## src/rtl/int_ctrl.sv

```systemverilog
// int_ctrl: parametrised interrupt controller.
//   Collects NCH sources and applies per-channel edge or level capture, an
//   enable mask, and fixed or rotating priority. It raises one irq to the CPU
//   and reports the granted channel on an ack/EOI handshake (non-nested).
// Ports:
//   clk, reset        clock; asynchronous active-low reset
//   src[NCH]          interrupt sources, already synchronous to clk
//   mask_we/mask_wd   enable-mask write strobe and data (1 = enabled)
//   int_ack, int_eoi  CPU acknowledge / end-of-interrupt pulses
//   irq               request to the CPU
//   int_id            channel granted at the last ack, held until the next grant
//   in_service        high while a granted interrupt awaits EOI
//   pending, mask     current pending vector and enable mask

// Per-channel capture: edge channels latch a rising edge until cleared by a
// grant (a new edge in the same cycle as the clear wins); level channels
// simply register the source.
module int_ctrl_ch #(
  parameter bit EDGE = 1'b1
) (
  input  logic clk,
  input  logic reset,
  input  logic src,
  input  logic clr,
  output logic pend
);
  logic prev;

  always_ff @(posedge clk or negedge reset) begin
    if (!reset) begin
      prev <= 1'b0;
      pend <= 1'b0;
    end else begin
      prev <= src;
      if (EDGE) pend <= (src & ~prev) | (pend & ~clr);
      else      pend <= src;
    end
  end
endmodule

module int_ctrl #(
  parameter int                 NCH       = 4,
  parameter int                 ID_W      = 2,
  parameter logic [NCH-1:0]     EDGE_MASK = {NCH{1'b1}},
  parameter bit                 ROTATE    = 1'b0
) (
  input  logic            clk,
  input  logic            reset,
  input  logic [NCH-1:0]  src,
  input  logic            mask_we,
  input  logic [NCH-1:0]  mask_wd,
  input  logic            int_ack,
  input  logic            int_eoi,
  output logic            irq,
  output logic [ID_W-1:0] int_id,
  output logic            in_service,
  output logic [NCH-1:0]  pending,
  output logic [NCH-1:0]  mask
);
  typedef enum logic [1:0] {IDLE, REQ, SERV} state_t;

  state_t          state, state_n;
  logic [ID_W-1:0] ptr;
  logic [NCH-1:0]  eligible;
  logic [NCH-1:0]  clr;
  logic [NCH-1:0]  sh;
  logic [ID_W-1:0] win;
  logic            found;
  logic            grant;
  int              idx;

  assign eligible = pending & mask;

  for (genvar i = 0; i < NCH; i++) begin : g_ch
    int_ctrl_ch #(.EDGE(EDGE_MASK[i])) u_ch (
      .clk   (clk),
      .reset (reset),
      .src   (src[i]),
      .clr   (clr[i]),
      .pend  (pending[i])
    );
  end

  // First eligible channel searching upward from ptr with wrap. With fixed
  // priority ptr never leaves 0, so this is plain lowest-index-wins.
  always_comb begin
    win   = '0;
    found = 1'b0;
    idx   = 0;
    sh    = '0;
    for (int k = 0; k < NCH; k++) begin
      idx = int'(ptr) + k;
      if (idx >= NCH) idx = idx - NCH;
      sh = eligible >> idx;
      if (!found && sh[0]) begin
        found = 1'b1;
        win   = ID_W'(idx);
      end
    end
  end

  // Arbitration happens at the ack edge on the current (old-mask) eligible set.
  assign grant = (state == REQ) && int_ack && found;
  assign clr   = grant ? (NCH'(1) << win) : '0;

  always_comb begin
    state_n = state;
    case (state)
      IDLE:    if (|eligible) state_n = REQ;
      REQ:     if (grant) state_n = SERV;
               else if (~|eligible) state_n = IDLE;
      SERV:    if (int_eoi) state_n = IDLE;
      default: state_n = IDLE;
    endcase
  end

  always_ff @(posedge clk or negedge reset) begin
    if (!reset) begin
      state      <= IDLE;
      irq        <= 1'b0;
      in_service <= 1'b0;
      int_id     <= '0;
      ptr        <= '0;
      mask       <= '1;
    end else begin
      state      <= state_n;
      irq        <= (state_n == REQ);
      in_service <= (state_n == SERV);
      if (mask_we) mask <= mask_wd;
      if (grant) begin
        int_id <= win;
        if (ROTATE) ptr <= (win == ID_W'(NCH - 1)) ? '0 : win + 1'b1;
      end
    end
  end
endmodule

```

## config.mk

```make
export PLATFORM = sky130hd
export DESIGN_NAME = int_ctrl
export DESIGN_NICKNAME = d
export VERILOG_FILES = /design/src/rtl/int_ctrl.sv
export SDC_FILE = /design/constraint.sdc
export NUM_CORES = 1
export LEC_CHECK = 0
export CAP_MARGIN = 20
export CORE_MARGIN = 4
export CORE_UTILIZATION = 40
export DETAILED_ROUTE_END_ITERATION = 10
export PLACE_DENSITY = 0.76
export SETUP_SLACK_MARGIN = 0.5
export SLEW_MARGIN = 25
export SYNTH_ARGS = -nofsm -noshare
export SYNTH_HDL_FRONTEND = slang
export SYNTH_SLANG_ARGS = --single-unit
```

## constraint.sdc

```tcl
create_clock -name clk -period 1.1 [get_ports clk]
set_input_delay 0.22 -clock clk [delete_from_list [all_inputs] [get_ports clk]]
set_output_delay 0.22 -clock clk [all_outputs]
set_load 0.01 [all_outputs]
```

==> results of run 1 <==
per-layer routing:
metal / GRT usage / share of wire
met1: 0.1695 / 0.45
met2: 0.2060 / 0.46
met3: 0.02299 / 0.054
met4: 0.08287 / 0.028
met5: 0 / 0
sequential cells by signal, summed over array words and instances (netlist names):
register / count
g_ch.u_ch.pend: 4
g_ch.u_ch.prev: 4
mask: 4
state: 2
in_service: 1
irq: 1
worst paths after layout:
kind / cells after the start / slack (ns) / from / to
max in group asynchronous: 2 / 0.64 / reset / mask[0]$_DFFE_PN1P_
hold / removal: 2 / 0.25 / reset / g_ch[0].u_ch.pend$_DFF_PN0_
setup / recovery: 1 / -0.06 / mask[0]$_DFFE_PN1P_ / mask[0]
min in group clk: 2 / 0.40 / int_ack / irq$_DFF_PN0_
hold reg to reg: 2 / 0.54 / g_ch[0].u_ch.prev$_DFF_PN0_ / g_ch[0].u_ch.pend$_DFF_PN0_
setup reg to reg: 3 / -0.01 / mask[2]$_DFFE_PN1P_ / state[0]$_DFF_PN0_
cell families (layout without fill, tap and decap cells):
group,Yosys count,in the layout,share of synthesized area
mux,4,4,0.07499
simple gates,2,2,0.01667
compound gates,10,10,0.1271
flops,16,16,0.6750
other cells,1,2,0.006244
buf+inv,10,39,0.09999
per-stage QoR:
step                hold WS (ns)  utilization
floorplan               -0.07559            -
global placement          0.5121       0.6543
detailed placement        0.5177       0.6543
CTS                       0.2498       0.7016
global route              0.2454       0.7164
finish                    0.2521       0.7164
cell type report:
class | instances | area, um^2
clock buffer | 4 | 36.28
fill | 89 | 382.9
inverter | 4 | 15.01
multi-input combinational | 18 | 198.9
sequential | 16 | 406.6
tap | 15 | 18.77
timing repair buffer | 31 | 291.5
cells in the mapped netlist (all sizes together):
cell type | n | share of area
nand2 | 1 | 0.0062
mux2 | 4 | 0.075
a22oi | 2 | 0.025
inv | 4 | 0.025
dfrtp | 12 | 0.50
a221oi | 2 | 0.029
conb | 1 | 0.0062
nand2b | 1 | 0.010
buf | 6 | 0.075
o22ai | 2 | 0.021
a21o | 4 | 0.052
dfstp | 4 | 0.17
timing repair:
action / CTS / global route
resized for setup: 57 / 5
endpoints found under the setup margin: 22 / 22
buffers inserted: 1 / 0
pin swaps: 0 / 2
power groups by stage:
stage / combinational, mW / sequential [mW] / clock [mW]
3_3_place_gp: 0.333 / 0.764 / 0
2_1_floorplan: 0.112 / 0.790 / 0
4_1_cts: 0.350 / 0.769 / 0.399
3_5_place_dp: 0.341 / 0.768 / 0
6_report: 0.377 / 0.796 / 0.387
5_1_grt: 0.404 / 0.804 / 0.431
==> impl_metrics.yaml, run 1 <==
run_status:
  status: "finished, violations left"
  failed_checks: "negative setup slack"
cells_and_area:
  fin_area_um2: 967.2
  stdcell_count: 88
  fin_nets: 87
  drive_gt1_frac: 0.5616
  final_common_cell: "dfrtp_1"
  mostFrequentLayoutCells: "dfrtp_1, clkdlybuf4s50_1, buf_6, buf_2"
  syn_to_final_growth_pct: 61.04
  diodes: 0
floorplan:
  dieWidth_um: 46.75
  fp.dieH_um: 46.75
  std_cell_rows: 13
  core_area_mm2: 0.001350
  num_io_pins: 25
  die_area_mm2: 0.002186
  initial_core_util: 0.4449
place:
  dp_hpwl_um: 899.1
  placed_area_um2: 883.3
  pre_cts_ws_ns: -0.1670
  port_buffers: 22
  dpl.cell_count: 83
  gp_congestion: 0.6904
cts:
  cts_made_buffers: 3
  cts_tree: "yes"
  clk_pin_slew_ns: 0.09
  clockBufferDepth: 2
  clock_tree.root_cell: "clkbuf_4"
  htreeDepth: 1
  clkLatencyLatePin_ns: 0.28
  cts_hold_buf: 0
  cts.sinks: 16
worst_setup_path:
  critical_path.cell_chain: "buf_6"
  critPathSlowestCell: "dfstp_2"
  critPathMaxFanout: 2
  worstPathArrival_ns: 0.94
  cpPeakStageDelay_ns: 0.56
  crit_required_ns: 0.88
  crit_buf_inv: 1
  startpoint_type: "register"
  critPathKind: "reg -> out"
  critical-path-top-delay-family: "flip-flops"
  worstSetupEndpointType: "primary output"
sta:
  tns_ns: -0.2187
  setup_viol: 5
  slew_viol_final: 0
  fmax_mhz: 860.3
  clock_skew_ns: 0.001400
  hold_viol: 0
  worst_slack_ns: -0.06245
  min_period_over_period: 1.057
  grt_setup_unrepaired: "yes"
  finalCriticalPeriod_ns: 1.162
synthesis:
  ys_seq_area_frac: 0.6750
  syn_area_per_cell_um2: 13.97
  synth_cell_types: 13
  ys_seq_elements: 16
  synth_area_um2: 600.6
  yosysWarnings: 2
  syn_inst: 43
power:
  sequentialPowerShare: 0.510
  total_power_mw: 1.560
  powerDensity_mw_per_mm2: 1613
  comb_power_share: 0.242
  irDropWorstVdd_uv: 934.7
  internal_power_mw: 1.129
  p_sw_frac: 0.2762
  power_leakage_nw: 0.4407
  switchingPower_uw: 430.8
  clock_power_share: 0.248
global_routing:
  overflow: 0
  grt_pass1_vias: 448
  grt_max_degree: 17
  gr-usage-all-layers: 0.1317
  grt_first_pass_wirelength_um: 1959
  grt_antenna_before_repair: 0
route:
  vias_per_cell: 4.784
  ant_nets: 0
  drt_iter0_markers: 0
  dr.pass1.iters: 1
  drt-wirelength-per-cell_um: 14.88
  routed_wl_um: 1309
  vias: 421
  drcViolationCount: 0
worst_hold_path:
  min_path_type: "in -> async"
job:
  cap_violations: 0
Power figures use the tool's default switching activity.
==> run 2, diff against run 1 <==
--- a/config.mk
+++ b/config.mk
@@ -9,6 +9,7 @@
 export CORE_MARGIN = 4
 export CORE_UTILIZATION = 40
 export DETAILED_ROUTE_END_ITERATION = 10
+export GPL_TIMING_DRIVEN = 0
 export PLACE_DENSITY = 0.76
 export SETUP_SLACK_MARGIN = 0.5
 export SLEW_MARGIN = 25
==> impl_metrics.yaml, run 2 (same netlist as run 1, synthesis figures left out) <==
run_status:
  status: "finished, violations left"
  failed_checks: "negative hold slack, negative setup slack"
cells_and_area:
  fill_cells: 91
  diodes: 0
  mostFrequentLayoutCells: "buf_6, dfrtp_1, clkdlybuf4s50_1, inv_1, dfstp_2"
  register_area_um2: 406.6
  drive_gt1_frac: 0.5513
  final_common_cell: "buf_6"
  multiInputGateArea_um2: 185.2
  post-route-util: 0.7516
  top_regs: "g_ch.u_ch.pend x4, g_ch.u_ch.prev x4, mask x4"
  syn_to_final_growth_pct: 68.96
  fin_nets: 92
sta:
  grt_setup_unrepaired: "yes"
  min_period_over_period: 1.058
  worst_slack_ns: -0.06435
  clock_skew_ns: 0.005161
  fmax_mhz: 858.9
  finalCriticalPeriod_ns: 1.164
  tns_ns: -0.4040
  holdWs_ns: -0.1560
  hold_viol: 12
  setup_viol: 8
  slew_viol_final: 0
cts:
  htreeDepth: 1
  clockBufferDepth: 2
  cts_made_buffers: 3
  cts_tree: "yes"
  clk_pin_slew_ns: 0.09
  cts_hold_buf: 0
  clock_tree.root_cell: "clkbuf_4"
  clkLatencyLatePin_ns: 0.28
  cts.sinks: 16
global_routing:
  grt_max_degree: 17
  overflow: 0
  grt_pass1_vias: 446
  grt_antenna_before_repair: 0
  gr-usage-all-layers: 0.1295
  grt_first_pass_wirelength_um: 1938
job:
  cap_violations: 0
floorplan:
  fp.dieH_um: 46.75
  initial_core_util: 0.4449
  die_area_mm2: 0.002186
  dieWidth_um: 46.75
  std_cell_rows: 13
  num_io_pins: 25
  core_area_mm2: 0.001350
worst_setup_path:
  critPathKind: "reg -> out"
  critPathSlowestCell: "dfstp_2"
  critical-path-top-delay-family: "flip-flops"
  critPathMaxFanout: 3
  worstSetupEndpointType: "primary output"
  startpoint_type: "register"
  critical_path.cell_chain: "buf_6"
  cpPeakStageDelay_ns: 0.56
  crit_required_ns: 0.88
  crit_buf_inv: 1
  worstPathArrival_ns: 0.94
power:
  irDropWorstVdd_uv: 1063
  power_leakage_nw: 0.4674
  powerDensity_mw_per_mm2: 1419
route:
  drt-wirelength-per-cell_um: 13.97
  drcViolationCount: 0
  routed_wl_um: 1299
  ant_nets: 0
  vias: 438
  vias_per_cell: 4.710
  dr.pass1.iters: 4
  drt_iter0_markers: 1
worst_hold_path:
  min_path_type: "in -> async"
place:
  gp_congestion: 0.6761
  port_buffers: 22
  dp_hpwl_um: 824
==> run 2: path summary, 6_finish.rpt <==
| check | start | to | slack [ns] | cells past startpoint |
|---|---|---|---|---|
| max | mask[3]$_DFFE_PN1P_ | mask[3] | -0.06 | 1 |
| min | reset | g_ch[2].u_ch.prev$_DFF_PN0_ | -0.16 | 1 |
| max reg2reg | mask[1]$_DFFE_PN1P_ | irq$_DFF_PN0_ | 0.01 | 3 |
| min reg2reg | state[0]$_DFF_PN0_ | state[0]$_DFF_PN0_ | 0.54 | 1 |
| max in group asynchronous | reset | mask[0]$_DFFE_PN1P_ | 0.93 | 1 |
| min in group clk | int_ack | state[0]$_DFF_PN0_ | 0.36 | 2 |
==> run 2: per-stage QoR <==
step / total power [mW] / hold WS, ns / instance area [um^2] / instances / setup slack (ns)
after floorplan: 0.9028 / -0.07559 / 628.1 / 44 / 0.1317
after global placement: 1.078 / 0.4890 / 867.1 / 81 / -0.1854
after detailed placement: 1.087 / 0.4976 / 867.1 / 81 / -0.1853
after CTS: 1.431 / 0.1004 / 988.4 / 91 / -0.07334
after global routing: 1.518 / -0.1452 / 1015 / 93 / -0.1024
final: 1.440 / -0.1560 / 1015 / 93 / -0.06435
==> run 2: final cells by class <==
type / count / share of cell area
inverter: 4 / 0.01480
buffer: 6 / 0.05919
sequential: 16 / 0.4007
tap: 15 / 0.01850
multi-input combinational: 18 / 0.1825
clock buffer: 4 / 0.02589
timing repair buffer: 30 / 0.2984
==> run 2: report_power, final <==
group,switching (mW),leakage [nW],total (mW),internal (mW)
Sequential,0.0989,0.172,0.794,0.695
Clock,0.166,0.0150,0.307,0.141
Combinational,0.131,0.281,0.339,0.208
==> run 2: timing repair <==
action / CTS / global route
gates resized for setup: 63 / 7
endpoints found under the hold margin: 0 / 12
pin swaps: 3 / 1
cloned: 0 / 0
endpoints found under the setup margin: 38 / 34
setup buffers: 6 / 2
==> run 2: metal layers <==
layer / up-vias / GRT usage / share of wire
met5: - / 0 / 0
met4: 0 / 0.06077 / 0.020
met3: 4 / 0.05364 / 0.072
met2: 17 / 0.2143 / 0.51
met1: 204 / 0.1453 / 0.40
li1: 213 / - / -
